**config.mk**
```make
export PLATFORM = sky130hd
export DESIGN_NAME = demux_rr_scheduler_flat
export DESIGN_NICKNAME = d
export VERILOG_FILES = /design/src/rtl/demux_rr_scheduler_if.sv /design/src/rtl/demux_rr_scheduler.sv /design/src/flat_wrapper.sv
export SDC_FILE = /design/constraint.sdc
export NUM_CORES = 1
export LEC_CHECK = 0
export CAP_MARGIN = 0
export CORE_MARGIN = 2
export CORE_UTILIZATION = 39
export DETAILED_ROUTE_END_ITERATION = 8
export PLACE_DENSITY = 0.78
export RECOVER_POWER = 100
export SYNTH_ARGS = -nofsm -noshare
export SYNTH_HDL_FRONTEND = slang
export SYNTH_SLANG_ARGS = --single-unit
```
**constraint.sdc**
```tcl
create_clock -name clk -period 2.1 [get_ports clk]
set_clock_uncertainty 0.2 [all_clocks]
set_input_delay 0.42 -clock clk [delete_from_list [all_inputs] [get_ports clk]]
set_output_delay 0.42 -clock clk [all_outputs]
set_load 0.01 [all_outputs]
```
**src/rtl/demux_rr_scheduler_if.sv**
```systemverilog
`default_nettype none
// ============================================================================
// demux_rr_scheduler_if : upstream stream and 1:N demux output handshake
// Rev 1.0
// ============================================================================
interface demux_rr_scheduler_if #(
   parameter int N_OUT  = 4,
   parameter int DATA_W = 8
);
   logic              in_valid;
   logic [DATA_W-1:0] in_data;
   logic              in_ready;
   logic [N_OUT-1:0]  out_ready;
   logic [N_OUT-1:0]  out_valid;
   logic [DATA_W-1:0] out_data;

   modport slave (
      input  in_valid, in_data, out_ready,
      output in_ready, out_valid, out_data
   );

   modport master (
      output in_valid, in_data, out_ready,
      input  in_ready, out_valid, out_data
   );
endinterface
`default_nettype wire

```
**src/rtl/demux_rr_scheduler.sv**
```systemverilog
`default_nettype none
// ============================================================================
// demux_rr_scheduler : round-robin burst scheduler for a 1:N demux stage.
// Optional stall abort enabled by DEMUX_SCHED_TIMEOUT_EN.  Rev 1.0
// ============================================================================
module demux_rr_scheduler #(
   parameter int N_OUT     = 4,
   parameter int SEL_W     = 2,
   parameter int DATA_W    = 8,
   parameter int BURST_LEN = 4,
   parameter int TIMEOUT   = 16
) (
   input  wire logic             clk,
   input  wire logic             rst,
   demux_rr_scheduler_if.slave   bus,
   output logic [SEL_W-1:0]      sel,
   output logic                  busy
`ifdef DEMUX_SCHED_TIMEOUT_EN
   ,
   output logic                  timeout_pulse
`endif
);

   localparam int CNT_W = (BURST_LEN > 1) ? $clog2(BURST_LEN) : 1;
   localparam logic [CNT_W-1:0] c_last_beat = CNT_W'(BURST_LEN - 1);

   typedef enum logic [1:0] {
      ST_IDLE = 2'd0,
      ST_SCAN = 2'd1,
      ST_XFER = 2'd2
   } state_t;

   state_t             r_state, w_state_nxt;
   logic [SEL_W-1:0]   r_sel, w_sel_nxt;
   logic [SEL_W-1:0]   r_ptr, w_ptr_nxt;
   logic [CNT_W-1:0]   r_beat_cnt, w_cnt_nxt;
   logic               w_found;
   logic [SEL_W-1:0]   w_pick;
   logic               w_beat;
   logic               w_abort;
   logic [N_OUT-1:0]   w_out_valid;

   function automatic logic [SEL_W-1:0] f_wrap(input int v);
      f_wrap = SEL_W'(v % N_OUT);
   endfunction

   // Search starts one past the last grant so the port just served ranks last.
   always_comb begin
      w_found = 1'b0;
      w_pick  = '0;
      for (int i = 1; i <= N_OUT; i++) begin
         if (!w_found && bus.out_ready[f_wrap(int'(r_ptr) + i)]) begin
            w_found = 1'b1;
            w_pick  = f_wrap(int'(r_ptr) + i);
         end
      end
   end

   assign w_beat = (r_state == ST_XFER) && bus.in_valid && bus.out_ready[r_sel];

`ifdef DEMUX_SCHED_TIMEOUT_EN
   localparam int STALL_W = $clog2(TIMEOUT + 1);
   localparam logic [STALL_W-1:0] c_stall_last = STALL_W'(TIMEOUT - 1);

   logic [STALL_W-1:0] r_stall, w_stall_nxt;
   logic               w_stalling;

   assign w_stalling = (r_state == ST_XFER) && bus.in_valid && !bus.out_ready[r_sel];
   assign w_abort    = w_stalling && (r_stall == c_stall_last);

   always_comb begin
      w_stall_nxt = r_stall;
      if (r_state != ST_XFER || w_beat || w_abort) begin
         w_stall_nxt = '0;
      end else if (w_stalling) begin
         w_stall_nxt = r_stall + 1'b1;
      end
   end

   always_ff @(posedge clk or posedge rst) begin
      if (rst) begin
         r_stall <= '0;
      end else begin
         r_stall <= w_stall_nxt;
      end
   end

   assign timeout_pulse = w_abort;
`else
   logic w_unused_timeout;
   assign w_unused_timeout = (TIMEOUT > 0);
   assign w_abort          = 1'b0;
`endif

   always_comb begin
      w_state_nxt = r_state;
      w_sel_nxt   = r_sel;
      w_ptr_nxt   = r_ptr;
      w_cnt_nxt   = r_beat_cnt;
      case (r_state)
         ST_IDLE: begin
            if (bus.in_valid) begin
               w_state_nxt = ST_SCAN;
            end
         end
         ST_SCAN: begin
            if (!bus.in_valid) begin
               w_state_nxt = ST_IDLE;
            end else if (w_found) begin
               w_sel_nxt   = w_pick;
               w_ptr_nxt   = w_pick;
               w_cnt_nxt   = '0;
               w_state_nxt = ST_XFER;
            end
         end
         ST_XFER: begin
            if (w_beat) begin
               if (r_beat_cnt == c_last_beat) begin
                  w_cnt_nxt   = '0;
                  w_state_nxt = bus.in_valid ? ST_SCAN : ST_IDLE;
               end else begin
                  w_cnt_nxt = r_beat_cnt + 1'b1;
               end
            end else if (w_abort) begin
               // Stalled port is demoted to lowest priority for the rescan.
               w_ptr_nxt   = r_sel;
               w_cnt_nxt   = '0;
               w_state_nxt = ST_SCAN;
            end
         end
         default: begin
            w_state_nxt = ST_IDLE;
         end
      endcase
   end

   always_ff @(posedge clk or posedge rst) begin
      if (rst) begin
         r_state    <= ST_IDLE;
         r_sel      <= '0;
         r_ptr      <= SEL_W'(N_OUT - 1);
         r_beat_cnt <= '0;
      end else begin
         r_state    <= w_state_nxt;
         r_sel      <= w_sel_nxt;
         r_ptr      <= w_ptr_nxt;
         r_beat_cnt <= w_cnt_nxt;
      end
   end

   always_comb begin
      w_out_valid = '0;
      if (r_state == ST_XFER && bus.in_valid) begin
         w_out_valid[r_sel] = 1'b1;
      end
   end

   assign bus.out_valid = w_out_valid;
   assign bus.in_ready  = (r_state == ST_XFER) && bus.out_ready[r_sel];
   assign bus.out_data  = bus.in_data;
   assign sel           = r_sel;
   assign busy          = (r_state != ST_IDLE);

endmodule
`default_nettype wire
```
**src/flat_wrapper.sv**
```systemverilog
// flat-port wrapper written by rule: the top's interface ports become plain ports
module demux_rr_scheduler_flat 
#(
   parameter int N_OUT     = 4,
   parameter int SEL_W     = 2,
   parameter int DATA_W    = 8,
   parameter int BURST_LEN = 4,
   parameter int TIMEOUT   = 16
)
  (clk, rst, sel, busy, bus_in_valid, bus_in_data, bus_out_ready, bus_in_ready, bus_out_valid, bus_out_data);
  demux_rr_scheduler_if #(.N_OUT(N_OUT), .DATA_W(DATA_W)) bus_i ();
  input  wire logic clk;
  input  wire logic rst;
  output logic [SEL_W-1:0] sel;
  output logic busy;
  input wire logic [$bits(bus_i.in_valid)-1:0] bus_in_valid;
  input wire logic [$bits(bus_i.in_data)-1:0] bus_in_data;
  input wire logic [$bits(bus_i.out_ready)-1:0] bus_out_ready;
  output wire logic [$bits(bus_i.in_ready)-1:0] bus_in_ready;
  output wire logic [$bits(bus_i.out_valid)-1:0] bus_out_valid;
  output wire logic [$bits(bus_i.out_data)-1:0] bus_out_data;
  assign bus_i.in_valid = bus_in_valid;
  assign bus_i.in_data = bus_in_data;
  assign bus_i.out_ready = bus_out_ready;
  assign bus_in_ready = bus_i.in_ready;
  assign bus_out_valid = bus_i.out_valid;
  assign bus_out_data = bus_i.out_data;
  demux_rr_scheduler #(.N_OUT(N_OUT), .SEL_W(SEL_W), .DATA_W(DATA_W), .BURST_LEN(BURST_LEN), .TIMEOUT(TIMEOUT)) u_core (.clk(clk), .rst(rst), .bus(bus_i), .sel(sel), .busy(busy));
endmodule
```
After elaboration in Yosys (flattened, before gate mapping)
Index checks and enable logic that the tools add are counted.
- flip-flop bits (word level): 8
- output and inout bits: 16
- logic and storage cells: 73
- add/subtract/negate cells: 5
- magnitude comparators: 6
- equal/unequal tests: 9
- mux-type cells: 33
- reduce and logical (&&, ||, !) cells: 16
- operators with widths (operator ; number):
    2-bit two-way mux ; 13
    2-bit by 3-bit less-than comparator with 1-bit output (second input constant) ; 5
    1-bit two-way mux ; 11
    1-bit binary-select mux with 2-bit select ; 5
    4-bit AND reduction ; 2
    1-bit logical AND ; 7
    2-bit by 1-bit adder with 2-bit output (second input constant) ; 3
    2-bit inequality test (second input constant) ; 3
    2-bit case mux with 3 select lines ; 1
    2-bit adder (second input constant) ; 2
    2-bit equality test (second input constant) ; 2
    4-bit two-way mux ; 1
    2-bit by 1-bit inequality test with 1-bit output (second input constant) ; 2
    2-bit case mux with 2 select lines ; 1
    2-bit nonzero test ; 2
    1-bit zero test ; 3
    3-bit by 2-bit inequality test with 1-bit output (second input constant) ; 1
    3-bit AND reduction ; 1
    1-bit demux with 2-bit select ; 1
    2-bit by 1-bit equality test with 1-bit output (second input constant) ; 1
    2-bit by 1-bit >= comparator with 1-bit output (second input constant) ; 1
    2-bit zero test ; 1

Depth between registers and ports, before layout
- depth after elaboration: 16
- mapped depth: 5
- gate-level depth less buffers: 4

Least setup slack after synthesis
Ideal clock, no wire load.
- path kind: input to output
- from: input port bus_out_ready[1]
- to: output port bus_in_ready
- arrival time: 1.189 ns
- required time: 1.480 ns
- path slack: 0.291 ns
- stages: 3
- cells stage by stage: buf_6 -> mux4_2 -> and2_1
- longest elaborated chain between the ends: 3
- RTL lines (element ; line ; text):
    from (decl) ; flat_wrapper.sv:18 ; input wire logic [$bits(bus_i.out_ready)-1:0] bus_out_ready;
    1-bit binary-select mux with 2-bit select ; demux_rr_scheduler.sv:159 ; assign bus.in_ready = (r_state == ST_XFER) && bus.out_ready[r_sel];
    1-bit two-way mux (implied by the code) ; demux_rr_scheduler.sv:159 ;
    1-bit logical AND ; demux_rr_scheduler.sv:159 ;
    to (decl) ; flat_wrapper.sv:19 ; output wire logic [$bits(bus_i.in_ready)-1:0] bus_in_ready;
Every way passes these cells. The select of a mux whose other input is x is not followed.

Worst setup path in the final report
- from: input port bus_out_ready[3]
- to: output port bus_in_ready
The elaborated chain is that of the path after synthesis.

==> results.sh <==
export IMPL_core_sq_um=1510
export IMPL_antenna_found_initial=0
export IMPL_yosysSeqAreaShare_pct=32.3
export IMPL_htreeDepth=1
export IMPL_wire_per_inst_um=12.9
export IMPL_use_met1_pct=19.0
export IMPL_dp_cells=102
export IMPL_synthTopCellsByCount="9 x nand2_1, 8 x buf_4, 6 x dfrtp_1, 5 x nand3_1, 5 x o21ai_0"
export IMPL_finalHoldViolations=0
export IMPL_gr_total_overflow=0
export IMPL_antenna_cells=0
export IMPL_ys_warnings_count=0
export IMPL_synthCells=72
export IMPL_period_needed_ns=2.08
export IMPL_final_area_sq_um=801
export IMPL_start_util_pct=41.6
export IMPL_yosys_area_top_type_share_pct=24.0
export IMPL_slew_viol_final=0
export IMPL_grt_use_met3_pct=3.67
export IMPL_grt_setup_unrepaired="yes"
export IMPL_worstSetupPathType="primary input to primary output"
export IMPL_setup_violations=0
export IMPL_final_layout_size_suffix_gt1_share_pct=23.3
export IMPL_syn_area_sq_um=627
export IMPL_place_area_sq_um=786
export IMPL_drc=0
export IMPL_drt_iter0_markers=11
export IMPL_ir_drop_uv=591
export IMPL_avgSynthCellArea_sq_um=8.71
export IMPL_ant_nets=0
export IMPL_numCtsBuffers=3
export IMPL_slew_headroom_pct=77.7
export IMPL_clkTransAtPathRegs_ns=0.05
export IMPL_instances_no_fill=106
export IMPL_rrSetupSlack_ns=0.44
export IMPL_synthTopCellsByArea="dfrtp_1 24%, buf_4 9.6%, dfstp_2 8.4%"
export IMPL_fp_dieW_um=44.1
export IMPL_cp_max_fo=2
export IMPL_die_area_sq_um=1940
export IMPL_synth_net_count=88
export IMPL_place_ws_ns=-0.505
export IMPL_grt_first_pass_wirelength_um=2130
export IMPL_grt_busiest_layer="met2"
export IMPL_reg2reg_from="u_core.sel[1]"
export IMPL_rows=14
export IMPL_p_per_area_nw_per_um2=1090
export IMPL_critPathLaunch="bus_out_ready[3]"
export IMPL_io_pins=31
export IMPL_cp_end_kind="primary output"
export IMPL_async_flop_share_pct=100
export IMPL_routed_via_density=5.16
export IMPL_io_buffers=14
export IMPL_nNetsFinal=107
export IMPL_hp_start="u_core.r_beat_cnt[1]"
export IMPL_yosys_cell_types_count=33
export IMPL_fin_ws_ns=0.0248
export IMPL_cap_violations=0
export IMPL_place_hpwl_um=1110
export IMPL_grt_util_all_layers_pct=15.1
export IMPL_routed_wl_um=1370
export IMPL_worstMarginPinSlew_ns=0.332
export IMPL_fmax_ghz=0.482
export IMPL_fin_tns_setup_ns=0
export IMPL_yosysMostFrequentCell="nand2_1"
export IMPL_place_gp_congestion=0.753
export IMPL_dr_pass1_iters=4
export IMPL_worstPathArrival_ns=1.46
export IMPL_crit_required_ns=1.48
export IMPL_synth_seq_cells=8
export IMPL_min_delay_path_class="flip-flop to flip-flop"
export IMPL_clk_path_buf_depth=2
export IMPL_min_period_over_period_pct=98.8
export IMPL_synthFlopType="dfrtp_1"
export IMPL_vias=547
export IMPL_clock_latency_ns=0.25
export IMPL_clockRootBuffer="clkbuf_4"
export IMPL_tritoncts="built"
export IMPL_grt_max_degree=10
export IMPL_areaGrowthSynthToFinish_pct=27.7
export IMPL_grtUsageMet2_pct=25.0
export IMPL_synth_top_cell_by_area="dfrtp_1"
export IMPL_startpoint_type="primary input"
export IMPL_cts_sinks=8
export IMPL_grt_pass1_vias=494
export IMPL_outcome="finished clean"
export IMPL_synth_edf_count=0
export IMPL_die_h_um=44.1
export IMPL_p_leak_nw=0.366
-- state kept, by name, summed over array words and instances (netlist names) --
signal,count
u_core.sel,2
u_core.r_state,2
u_core.r_beat_cnt,2
u_core.r_ptr,2
-- worst max-delay path, stage by stage --
cell	delay [ns]
dlygate4sd2_1	0.25
mux4_2	0.50
and2_1	0.16
buf_2	0.13
-- power breakdown --
group,switching [mW],total (mW),internal [mW]
clock,0.0550,0.128,0.0729
combinational,0.195,0.446,0.251
sequential,0.0684,0.297,0.229
-- metrics by stage --
| stage | total power [mW] | util [%] | hold slack [ns] |
|---|---|---|---|
| 4_1_cts | 0.879 | 52.8 | 0.212 |
| 6_report | 0.871 | 53.2 | 0.314 |
| 2_1_floorplan | 0.562 | - | 0.0342 |
| 3_3_place_gp | 0.749 | 52.2 | 0.286 |
| 5_1_grt | 0.942 | 53.2 | 0.366 |
| 3_5_place_dp | 0.764 | 52.2 | 0.306 |
-- path summary, 6_finish.rpt --
kind / end / cells after the start
max reg2reg: u_core.r_beat_cnt[1] / 5
min reg2reg: u_core.r_beat_cnt[1] / 2
max in group asynchronous: u_core.r_ptr[1] / 2
max: bus_in_ready / 4
min: u_core.r_beat_cnt[1] / 2
min in group asynchronous: u_core.r_state[1] / 2
-- cell families (layout without fill, tap and decap cells) --
kind of cell               after synthesis  in the layout  share of synthesized area [%]
and+or+nand+nor                         33             33                           28.9
AOI/OAI and AO/OA                       15             15                           17.6
buffers and inverters                   13             31                           14.0
DFF                                      8              8                           32.3
muxes                                    2              2                           5.19
adders and majority gates                1              1                           2.00
-- per-layer routing --
| layer | routed length [um] | share of wire, % |
|---|---|---|
| met1 | 624 | 46 |
| met2 | 656 | 48 |
| met3 | 88 | 6.4 |
| met4 | 0 | 0 |
| met5 | 0 | 0 |
-- repair_timing --
item                                   4_1_cts  5_1_grt
endpoints found under the hold margin        0        0
gates resized for setup                     13        3
setup endpoints to repair                    6        4
setup buffers                                0        0
pin swaps                                    1        1
hold buffers                                 0        0
-- layout make-up --
| type | count | area [sq um] |
|---|---|---|
| repair buffers | 24 | 201 |
| well taps | 16 | 20.0 |
| fillers | 142 | 706 |
| inverters | 3 | 11.3 |
| flip-flops and latches | 8 | 203 |
| multi-input cells | 51 | 339 |
| clock buffers | 4 | 26.3 |
-- layout by cell type (no fill, tap or decap), drive strengths merged, types with 3 or more instances in the layout --
cell type and instances:
inv 3, nor2 4, o21ai 5, nand3 5
dfrtp 6, clkdlybuf4s50 3, nand2 9, buf 11
dlygate4sd2 7, nor3 3, clkbuf 4
(Power assumes the default switching activity.)
